$ cat src/rtl/uop_pkg.sv
// Shared types and sizing for the uop buffer: default geometry, line layout and controller FSM states.
// Optional perf counters in uop_buf_ctrl are enabled with the macro UOP_BUF_CTRL_PERF_EN.
package uop_pkg;

  localparam int UOP_BUF_SIZE           = 64;
  localparam int UOP_BUF_WIDTH          = 72;
  localparam int MAX_PREDICT_DEPTH_BITS = 4;
  localparam int STARVE_LIMIT           = 4;

  // One buffer line: two instructions plus one branch tag per instruction.
  typedef struct packed {
    logic [31:0]                       instr_1;
    logic [31:0]                       instr_2;
    logic [MAX_PREDICT_DEPTH_BITS-1:0] tag_1;
    logic [MAX_PREDICT_DEPTH_BITS-1:0] tag_2;
  } uop_line_t;

  typedef enum logic {
    IDLE = 1'b0,
    RD   = 1'b1
  } ctrl_state_t;

endpackage

$ cat src/rtl/uop_buf_ctrl_if.sv
// Fill, fetch and RAM-port signals of the uop buffer controller.
// The slave modport is the controller; the master modport is its surroundings.
interface uop_buf_ctrl_if #(
  parameter int WIDTH = uop_pkg::UOP_BUF_WIDTH,
  parameter int SIZE  = uop_pkg::UOP_BUF_SIZE
);
  localparam int AW = $clog2(SIZE);

  logic             fill_valid;
  logic [WIDTH-1:0] fill_data;
  logic             fill_ready;
  logic             fetch_req;
  logic             fetch_valid;
  logic [WIDTH-1:0] fetch_data;
  logic             ram_en;
  logic             ram_we;
  logic [AW-1:0]    ram_addr;
  logic [WIDTH-1:0] ram_wdata;
  logic [WIDTH-1:0] ram_rdata;
  logic [AW:0]      count;
  logic             full;
  logic             empty;

  modport master (
    output fill_valid, fill_data, fetch_req, ram_rdata,
    input  fill_ready, fetch_valid, fetch_data, ram_en, ram_we, ram_addr,
           ram_wdata, count, full, empty
  );

  modport slave (
    input  fill_valid, fill_data, fetch_req, ram_rdata,
    output fill_ready, fetch_valid, fetch_data, ram_en, ram_we, ram_addr,
           ram_wdata, count, full, empty
  );

endinterface

$ cat src/rtl/uop_buf_arb.sv
// RAM port arbiter: read normally wins, but a fill that has lost STARVE_LIMIT
// consecutive cycles to fetch gets the next one.
module uop_buf_arb #(
  parameter int STARVE_LIMIT = uop_pkg::STARVE_LIMIT
) (
  input  logic clk,
  input  logic reset,
  input  logic clear,
  input  logic rd_req,
  input  logic wr_req,
  output logic rd_gnt,
  output logic wr_gnt
);
  import uop_pkg::*;

  logic [3:0] starve_cnt_reg;
  logic [3:0] starve_cnt_next;
  logic       starved;

  assign starved = (starve_cnt_reg == 4'(STARVE_LIMIT));

  // Reset is folded in so the RAM port stays quiet while reset is held.
  always_comb begin
    wr_gnt = 1'b0;
    rd_gnt = 1'b0;
    if (!reset && !clear) begin
      wr_gnt = wr_req && (!rd_req || starved);
      rd_gnt = rd_req && !wr_gnt;
    end
  end

  always_comb begin
    starve_cnt_next = starve_cnt_reg;
    if (clear || wr_gnt || !wr_req) begin
      starve_cnt_next = 4'd0;
    end else if (rd_gnt && !starved) begin
      starve_cnt_next = starve_cnt_reg + 4'd1;
    end
  end

  always_ff @(posedge clk or posedge reset) begin
    if (reset) begin
      starve_cnt_reg <= 4'd0;
    end else begin
      starve_cnt_reg <= starve_cnt_next;
    end
  end

endmodule

$ cat src/rtl/uop_buf_ctrl.sv
// Uop buffer controller: shares the single-port uop RAM between fill and fetch,
// tracks pointers/occupancy, and strobes fetch_valid one cycle after each read.
// Define UOP_BUF_CTRL_PERF_EN to add the perf_fill_stall / perf_conflict counters.
module uop_buf_ctrl #(
  parameter int UOP_BUF_SIZE  = uop_pkg::UOP_BUF_SIZE,
  parameter int UOP_BUF_WIDTH = uop_pkg::UOP_BUF_WIDTH,
  parameter int STARVE_LIMIT  = uop_pkg::STARVE_LIMIT
) (
  input  logic           clk,
  input  logic           reset,
  input  logic           clear,
`ifdef UOP_BUF_CTRL_PERF_EN
  output logic [31:0]    perf_fill_stall,
  output logic [31:0]    perf_conflict,
`endif
  uop_buf_ctrl_if.slave  bus
);
  import uop_pkg::*;

  localparam int AW = $clog2(UOP_BUF_SIZE);
  localparam int CW = AW + 1;

  logic [AW-1:0] wr_ptr_reg;
  logic [AW-1:0] rd_ptr_reg;
  logic [CW-1:0] count_reg;
  ctrl_state_t   state_reg;
  ctrl_state_t   state_next;

  logic full_int;
  logic empty_int;
  logic rd_req;
  logic wr_req;
  logic rd_gnt;
  logic wr_gnt;

  assign full_int  = (count_reg == CW'(UOP_BUF_SIZE));
  assign empty_int = (count_reg == '0);
  assign rd_req    = bus.fetch_req && !empty_int;
  assign wr_req    = bus.fill_valid && !full_int;

  uop_buf_arb #(
    .STARVE_LIMIT (STARVE_LIMIT)
  ) u_arb (
    .clk    (clk),
    .reset  (reset),
    .clear  (clear),
    .rd_req (rd_req),
    .wr_req (wr_req),
    .rd_gnt (rd_gnt),
    .wr_gnt (wr_gnt)
  );

  // Grants are mutually exclusive, so count moves by at most one per cycle.
  always_ff @(posedge clk or posedge reset) begin
    if (reset) begin
      wr_ptr_reg <= '0;
      rd_ptr_reg <= '0;
      count_reg  <= '0;
    end else if (clear) begin
      wr_ptr_reg <= '0;
      rd_ptr_reg <= '0;
      count_reg  <= '0;
    end else begin
      if (wr_gnt) begin
        wr_ptr_reg <= wr_ptr_reg + 1'b1;
        count_reg  <= count_reg + 1'b1;
      end else if (rd_gnt) begin
        rd_ptr_reg <= rd_ptr_reg + 1'b1;
        count_reg  <= count_reg - 1'b1;
      end
    end
  end

  always_ff @(posedge clk or posedge reset) begin
    if (reset) begin
      state_reg <= IDLE;
    end else begin
      state_reg <= state_next;
    end
  end

  always_comb begin
    state_next = IDLE;
    if (!clear && rd_gnt) begin
      state_next = RD;
    end
  end

  assign bus.ram_en      = rd_gnt || wr_gnt;
  assign bus.ram_we      = wr_gnt;
  assign bus.ram_addr    = wr_gnt ? wr_ptr_reg : rd_ptr_reg;
  assign bus.ram_wdata   = bus.fill_data;
  assign bus.fill_ready  = wr_gnt;
  assign bus.fetch_valid = (state_reg == RD);
  assign bus.fetch_data  = bus.ram_rdata;
  assign bus.count       = count_reg;
  assign bus.full        = full_int;
  assign bus.empty       = empty_int;

`ifdef UOP_BUF_CTRL_PERF_EN
  logic [1:0] perf_inc;
  assign perf_inc = {rd_req && wr_req, bus.fill_valid && !wr_gnt};

  for (genvar gi = 0; gi < 2; gi++) begin : g_perf
    logic [31:0] cnt_reg;
    always_ff @(posedge clk or posedge reset) begin
      if (reset) begin
        cnt_reg <= '0;
      end else if (clear) begin
        cnt_reg <= '0;
      end else if (perf_inc[gi] && (cnt_reg != 32'hFFFF_FFFF)) begin
        cnt_reg <= cnt_reg + 32'd1;
      end
    end
  end

  assign perf_fill_stall = g_perf[0].cnt_reg;
  assign perf_conflict   = g_perf[1].cnt_reg;
`endif

endmodule
$ cat src/flat_wrapper.sv
// flat-port wrapper written by rule: the top's interface ports become plain ports
module uop_buf_ctrl_flat import uop_pkg::*;
#(
  parameter int UOP_BUF_SIZE  = uop_pkg::UOP_BUF_SIZE,
  parameter int UOP_BUF_WIDTH = uop_pkg::UOP_BUF_WIDTH,
  parameter int STARVE_LIMIT  = uop_pkg::STARVE_LIMIT
)
  (clk, reset, clear, bus_fill_valid, bus_fill_data, bus_fetch_req, bus_ram_rdata, bus_fill_ready, bus_fetch_valid, bus_fetch_data, bus_ram_en, bus_ram_we, bus_ram_addr, bus_ram_wdata, bus_count, bus_full, bus_empty);
  uop_buf_ctrl_if bus_i ();
  input  logic clk;
  input  logic reset;
  input  logic clear;
  input wire logic [$bits(bus_i.fill_valid)-1:0] bus_fill_valid;
  input wire logic [$bits(bus_i.fill_data)-1:0] bus_fill_data;
  input wire logic [$bits(bus_i.fetch_req)-1:0] bus_fetch_req;
  input wire logic [$bits(bus_i.ram_rdata)-1:0] bus_ram_rdata;
  output wire logic [$bits(bus_i.fill_ready)-1:0] bus_fill_ready;
  output wire logic [$bits(bus_i.fetch_valid)-1:0] bus_fetch_valid;
  output wire logic [$bits(bus_i.fetch_data)-1:0] bus_fetch_data;
  output wire logic [$bits(bus_i.ram_en)-1:0] bus_ram_en;
  output wire logic [$bits(bus_i.ram_we)-1:0] bus_ram_we;
  output wire logic [$bits(bus_i.ram_addr)-1:0] bus_ram_addr;
  output wire logic [$bits(bus_i.ram_wdata)-1:0] bus_ram_wdata;
  output wire logic [$bits(bus_i.count)-1:0] bus_count;
  output wire logic [$bits(bus_i.full)-1:0] bus_full;
  output wire logic [$bits(bus_i.empty)-1:0] bus_empty;
  assign bus_i.fill_valid = bus_fill_valid;
  assign bus_i.fill_data = bus_fill_data;
  assign bus_i.fetch_req = bus_fetch_req;
  assign bus_i.ram_rdata = bus_ram_rdata;
  assign bus_fill_ready = bus_i.fill_ready;
  assign bus_fetch_valid = bus_i.fetch_valid;
  assign bus_fetch_data = bus_i.fetch_data;
  assign bus_ram_en = bus_i.ram_en;
  assign bus_ram_we = bus_i.ram_we;
  assign bus_ram_addr = bus_i.ram_addr;
  assign bus_ram_wdata = bus_i.ram_wdata;
  assign bus_count = bus_i.count;
  assign bus_full = bus_i.full;
  assign bus_empty = bus_i.empty;
  uop_buf_ctrl #(.UOP_BUF_SIZE(UOP_BUF_SIZE), .UOP_BUF_WIDTH(UOP_BUF_WIDTH), .STARVE_LIMIT(STARVE_LIMIT)) u_core (.clk(clk), .reset(reset), .clear(clear), .bus(bus_i));
endmodule
$ cat config.mk
export PLATFORM = sky130hd
export DESIGN_NAME = uop_buf_ctrl_flat
export DESIGN_NICKNAME = d
export VERILOG_FILES = /design/src/rtl/uop_pkg.sv /design/src/rtl/uop_buf_ctrl_if.sv /design/src/rtl/uop_buf_arb.sv /design/src/rtl/uop_buf_ctrl.sv /design/src/flat_wrapper.sv
export SDC_FILE = /design/constraint.sdc
export NUM_CORES = 1
export LEC_CHECK = 0
export BUFFER_PORTS_ARGS = -buffer_cell sky130_fd_sc_hd__buf_4
export CAP_MARGIN = 0
export CORE_AREA = 5 5 119 121
export DETAILED_ROUTE_END_ITERATION = 12
export DIE_AREA = 0 0 124 126
export GPL_TIMING_DRIVEN = 0
export PLACE_DENSITY_LB_ADDON = 0.05
export SYNTH_ARGS = -nofsm -noshare
export SYNTH_HDL_FRONTEND = slang
export SYNTH_SLANG_ARGS = --single-unit
$ cat constraint.sdc
create_clock -name clk -period 7.3 [get_ports clk]
set_input_delay 0.73 -clock clk [delete_from_list [all_inputs] [get_ports clk]]
set_output_delay 0.73 -clock clk [all_outputs]
set_load 0.01 [all_outputs]
---- Word level (Yosys, flattened, before mapping) ----
Index checks and enable logic that the tools add are counted.
storage, ports and cells
  output and inout port bits .............. 163
  ROM bits ................................ 0
  bits in latches ......................... 0
  memory bits (writable) .................. 0
  memories kept ........................... 0
  flip-flop bits (word level) ............. 24
  logic and storage cells ................. 52
  bits of input ports ..................... 149
operators by class
  bitwise operators ....................... 0
  $lt $le $gt $ge ......................... 0
  reductions and logical operators ........ 25
  eq/ne operators ......................... 3
  multiplexer cells ....................... 14
  shift-type cells ........................ 0
  div/mod/pow operators ................... 0
  multiply operators ...................... 0
  $add $sub $neg .......................... 5
operators by type and width
  operator                                                             count
  6-bit two-way mux                                                    6
  7-bit two-way mux                                                    3
  6-bit by 1-bit adder with 6-bit output (second input constant)       2
  1-bit zero test                                                      8
  4-bit two-way mux                                                    2
  7-bit by 1-bit adder with 7-bit output (second input constant)       1
  7-bit == test (second input constant)                                1
  1-bit logical AND                                                    7
  7-bit zero test                                                      1
  7-bit by 1-bit subtractor with 7-bit output (second input constant)  1
  2-bit nonzero test                                                   3
  4-bit by 1-bit adder with 4-bit output (second input constant)       1
  4-bit by 3-bit == test with 1-bit output (second input constant)     1
  1-bit logical OR                                                     4
  1-bit two-way mux                                                    3
  3-bit nonzero test                                                   1
  2-bit != test (second input constant)                                1
  2-bit AND reduction                                                  1

---- Logic depth before layout (Yosys ltp) ----
  depth after elaboration ................. 12
  depth in mapped cells ................... 14
  gate-level depth less buffers ........... 13

---- Modules after synthesis ----
From an unflattened synthesis, not the netlist that was laid out.
unflattened totals
  cells, all modules ...................... 311
  area total of the unflattened synthesis .. 2638.8 um^2
modules (own cells, without submodules)
  module        instances  sequential area each (um^2)  area each (um^2)  cells an instance
  uop_buf_ctrl  1          500.5                        2338.5            276
  uop_buf_arb   1          100.1                        300.3             35

---- Worst setup path after synthesis ----
OpenSTA, ideal clock, no wires.
  kind .................................... input -> register
  from .................................... in reset
  to ...................................... reg u_core.count_reg[6] (netlist: u_core.bus.count[6])
  required time ........................... 7216 ps
  setup time .............................. 84 ps
  cell stages on the path ................. 12
  data arrival time ....................... 2845 ps
  setup slack ............................. 4371 ps
  buffers on the path ..................... 2
  cell sequence ........................... clkbuf_1 > nor2_1 > nand4_2 > inv_1 > buf_2 > fa_1 > nor2b_1 > o31ai_1 > a21oi_1 > xnor2_1 > o21ai_0 > a21boi_0
on the way
  word-level cells in the longest chain between the ends .. 5
  elaborated cells on any way between the ends .. 7
  those cells by class .................... mux (4); reduce/logical (3)
RTL lines
  what                                line                text
  start: declaration                  flat_wrapper.sv:11  input logic reset;
  1-bit zero test (no source line) *  --
  1-bit logical AND *                 uop_buf_arb.sv:26   if (!reset && !clear) begin
  1-bit two-way mux *                 uop_buf_arb.sv:26
  via bus_fill_ready                  flat_wrapper.sv:17  output wire logic [$bits(bus_i.fill_ready)-1:0] bus_fill_ready;
  7-bit two-way mux                   uop_buf_ctrl.sv:64  if (wr_gnt) begin
  7-bit two-way mux                   uop_buf_ctrl.sv:59  end else if (clear) begin
  end signal: assignment              uop_buf_ctrl.sv:66  count_reg <= count_reg + 1'b1;
  end signal: assignment              uop_buf_ctrl.sv:69  count_reg <= count_reg - 1'b1;
  end: declaration                    uop_buf_ctrl.sv:25  logic [CW-1:0] count_reg;
Mark *: on every way through the listed nets, which the timed path passes. The rest lies on a longest branch.
A chain may end at the register's enable or synchronous reset.

---- Worst setup path after layout ----
  from .................................... reg u_core.count_reg[0] (netlist: u_core.bus.count[0])
  to ...................................... out bus_ram_addr[2]
on the way
  word-level cells in the longest chain between the ends .. 8
  elaborated cells on any way between the ends .. 11
  those cells by class .................... eq/ne (1); mux (2); reduce/logical (8)
RTL lines
  what                 line                text
  7-bit zero test      uop_buf_ctrl.sv:37  assign empty_int = (count_reg == '0);
  1-bit zero test      uop_buf_ctrl.sv:38  assign rd_req = bus.fetch_req && !empty_int;
  1-bit logical AND    uop_buf_ctrl.sv:38
  1-bit zero test      uop_buf_arb.sv:27   wr_gnt = wr_req && (!rd_req || starved);
  1-bit logical OR     uop_buf_arb.sv:27
  1-bit logical AND *  uop_buf_arb.sv:27
  1-bit two-way mux *  uop_buf_arb.sv:26
  6-bit two-way mux *  uop_buf_ctrl.sv:91  assign bus.ram_addr = wr_gnt ? wr_ptr_reg : rd_ptr_reg;
  end: declaration     flat_wrapper.sv:22  output wire logic [$bits(bus_i.ram_addr)-1:0] bus_ram_addr;
Mark *: on every way between the ends. The rest lies on a longest branch, timed or not.

==> impl_metrics.env <==
export IMPL_slew_headroom_pct=29.1
export IMPL_start_util_pct=20.2
export IMPL_finalHoldViolCount=0
export IMPL_placement_io_buffers=164
export IMPL_grt_pass1_vias=2315
export IMPL_drv_cap=0
export IMPL_rows=42
export IMPL_end_kind="primary output"
export IMPL_synth_top_flop_cell="dfrtp_1"
export IMPL_hold_class="flop to flop"
export IMPL_die_y_um=126
export IMPL_dr_pass1_iters=4
export IMPL_io_pins=312
export IMPL_syn_inst=306
export IMPL_synth_edf_count=0
export IMPL_nets=635
export IMPL_fp_dieArea_um2=15600
export IMPL_initialDrtViolationCount=51
export IMPL_clock_skew_ns=0.00295
export IMPL_grt_start_max_net_pins=29
export IMPL_drc=0
export IMPL_ys_warnings_count=0
export IMPL_synthArstFlopShare_pct=100
export IMPL_diodes=0
export IMPL_synth_seq_area_share_pct=22.9
export IMPL_finalSetupViolCount=0
export IMPL_critPathKind="flop to primary output"
export IMPL_drt_wl_total_mm=7.88
export IMPL_hpwl_mm=6.80
export IMPL_post_cts_resized=0
export IMPL_cts_root_buf="clkbuf_16"
export IMPL_ant_nets=0
export IMPL_vias_per_cell=3.68
export IMPL_max_slew_worst_pin_slew_ns=1.06
export IMPL_rsz0062_at_grt="no"
export IMPL_run_status="finished, final reports clean"
export IMPL_ys_top_cells_by_area="buf_4 (41%), dfrtp_1 (23%), ha_1 (4.8%), nor2_1 (2.9%), mux2_2 (2.6%)"
export IMPL_antenna_found_initial=0
export IMPL_track_usage_pct=8.56
export IMPL_yosysUniqueCellTypes=36
export IMPL_worstPathMaxFanout=12
export IMPL_post_cts_buffers=0
export IMPL_ys_seq_elements=24
export IMPL_overflow=0
export IMPL_powerDensity_nw_per_um2=187
export IMPL_die_width_um=124
export IMPL_peakVddDrop_mv=0.0979
export IMPL_coreArea_um2=13000
export IMPL_grt_first_pass_wirelength_mm=11.0
export IMPL_hold_buffers=0
export IMPL_slew_violations=0
export IMPL_clock_path_buffers=2
export IMPL_synth_area_per_cell_um2=8.58
export IMPL_area_growth_synth_to_final_pct=58.7
export IMPL_worstPathRequired_ns=6.57
export IMPL_synth_nets=466
export IMPL_worst_setup_path_start_kind="flop"
export IMPL_power_leakage_nw=2.27
export IMPL_vias=2394
export IMPL_fin_crit_sh_pct=50.5
export IMPL_drive_gt1_share_pct=69.2
export IMPL_clk_pin_slew_ns=0.06
export IMPL_min_period_ns=3.68
export IMPL_htreeDepth=1
export IMPL_clk_latency_ns=0.26
export IMPL_cts_tree="done"
export IMPL_cts_inserted_buffers=3
export IMPL_worstPathArrival_ns=2.95
export IMPL_yosysTopAreaCell="buf_4"
export IMPL_cts_sinks=24
export IMPL_place_congestion=0.721
export IMPL_wl_per_cell_um=12.1
export IMPL_dp_cells=646
export IMPL_final_setup_tns_ns=0
export IMPL_largest_reg_flops=7
export IMPL_synth_area_um2=2630
export IMPL_layout_cells_non_filler=650
export IMPL_synth_top_area_share_pct=41.5
export IMPL_fmax_ghz=0.271
export IMPL_fillers=1348
## layout by cell type, fill, tap and decap left out
cell / netlist / routed
a211o_2: 1 / 1
a21boi_0: 2 / 2
a21o_1: 1 / 1
a21oi_1: 7 / 7
a311oi_4: 1 / 1
a31oi_1: 2 / 2
and3_2: 1 / 1
and3b_1: 1 / 1
and4bb_2: 1 / 1
buf_2: 1 / 1
buf_4: 145 / 309
clkbuf_1: 4 / 4
clkbuf_16: 0 / 3
clkbuf_8: 0 / 1
dfrtp_1: 24 / 24
fa_1: 1 / 1
ha_1: 10 / 10
inv_1: 10 / 10
mux2_2: 6 / 6
mux2i_1: 5 / 5
nand2_1: 13 / 13
nand2_2: 1 / 1
nand2b_1: 3 / 3
nand3_1: 8 / 8
nand3b_1: 2 / 2
nand4_1: 2 / 2
nand4_2: 2 / 2
nor2_1: 20 / 20
nor2b_1: 2 / 2
nor3_1: 3 / 3
nor4_1: 1 / 1
nor4_4: 1 / 1
o21a_1: 1 / 1
o21ai_0: 8 / 8
o31ai_1: 1 / 1
or3_1: 1 / 1
xnor2_1: 7 / 7
xor2_1: 7 / 7
## power by group
part / internal [mW] / total [mW] / switching (mW)
logic: 0.241 / 0.460 / 0.219
registers: 0.153 / 0.185 / 0.0318
clock network: 0.0838 / 0.132 / 0.0482
total: 0.478 / 0.778 / 0.299
## logic make-up after synthesis
logic type               synth area share, %
AND/OR/NAND/NOR                         12.6
multiplexers                            4.48
AO/OA/AOI/OAI                           6.15
flip-flops                              22.9
XOR/XNOR                                4.67
buffers and inverters                   43.7
adder cells (fa/ha/maj)                 5.53
## final cells by class
cell class | instances | area (um2) | share of cell area [%]
multi-input cells | 122 | 878 | 21.1
plain buffers | 150 | 1110 | 26.6
well taps | 176 | 220 | 5.29
flip-flops and latches | 24 | 601 | 14.4
clock buffers | 4 | 88.8 | 2.13
repair buffers | 164 | 1230 | 29.6
inverters | 10 | 37.5 | 0.901
## critical path, stage by stage, from the launching register on
cell	delay, ns
dfrtp_1	0.46
nor4_4	0.47
a211o_2	0.22
nand4_2	0.38
inv_1	0.29
buf_2	0.34
mux2_2	0.38
buf_4	0.15
## path summary, 6_finish.rpt
kind	end	slack, ns	start	cells after the start
setup / recovery	bus_ram_addr[2]	3.62	u_core.bus.count[0]$_DFFE_PP0P_	7
hold / removal	u_core.rd_ptr_reg[4]$_DFFE_PP0P_	0.51	u_core.rd_ptr_reg[4]$_DFFE_PP0P_	1
setup reg to reg	u_core.bus.count[6]$_DFFE_PP0P_	3.80	u_core.bus.count[0]$_DFFE_PP0P_	12
hold reg to reg	u_core.rd_ptr_reg[4]$_DFFE_PP0P_	0.51	u_core.rd_ptr_reg[4]$_DFFE_PP0P_	1
max in group asynchronous	u_core.rd_ptr_reg[3]$_DFFE_PP0P_	5.75	reset	2
min in group asynchronous	u_core.u_arb.starve_cnt_reg[0]$_DFFE_PP0P_	0.91	reset	2
## metal layers
layer / track usage [%] / share of wire [%] / vias to the layer above
met5: 0 / 0 / -
met4: 0.773 / 0.22 / 0
met3: 2.78 / 14 / 2
met2: 16.3 / 52 / 174
met1: 9.48 / 34 / 1034
li1: - / - / 1184
## Yosys cell counts, drive strengths merged, types with 2 or more instances
| cell | number |
|---|---|
| dfrtp | 24 |
| nand3 | 8 |
| clkbuf | 4 |
| a21oi | 7 |
| a21boi | 2 |
| buf | 146 |
| nor3 | 3 |
| nor2b | 2 |
| nor4 | 2 |
| o21ai | 8 |
| a31oi | 2 |
| xnor2 | 7 |
| nand2 | 14 |
| nand4 | 4 |
| nand3b | 2 |
| mux2i | 5 |
| xor2 | 7 |
| mux2 | 6 |
| nor2 | 20 |
| inv | 10 |
| ha | 10 |
| nand2b | 3 |
## per-stage QoR
step / utilization, % / setup slack (ns) / power (mW) / hold slack [ns] / instance area [um2]
global route: 32.1 / 3.40 / 0.843 / 0.534 / 4170
finish: 32.1 / 3.62 / 0.778 / 0.510 / 4170
global placement: 31.4 / 3.61 / 0.656 / 0.515 / 4080
floorplan: - / 4.37 / 0.486 / 0.469 / 2630
CTS: 32.1 / 3.55 / 0.793 / 0.513 / 4170
detailed placement: 31.4 / 3.62 / 0.657 / 0.503 / 4080
Note: power is estimated with default switching activity, not from simulation.
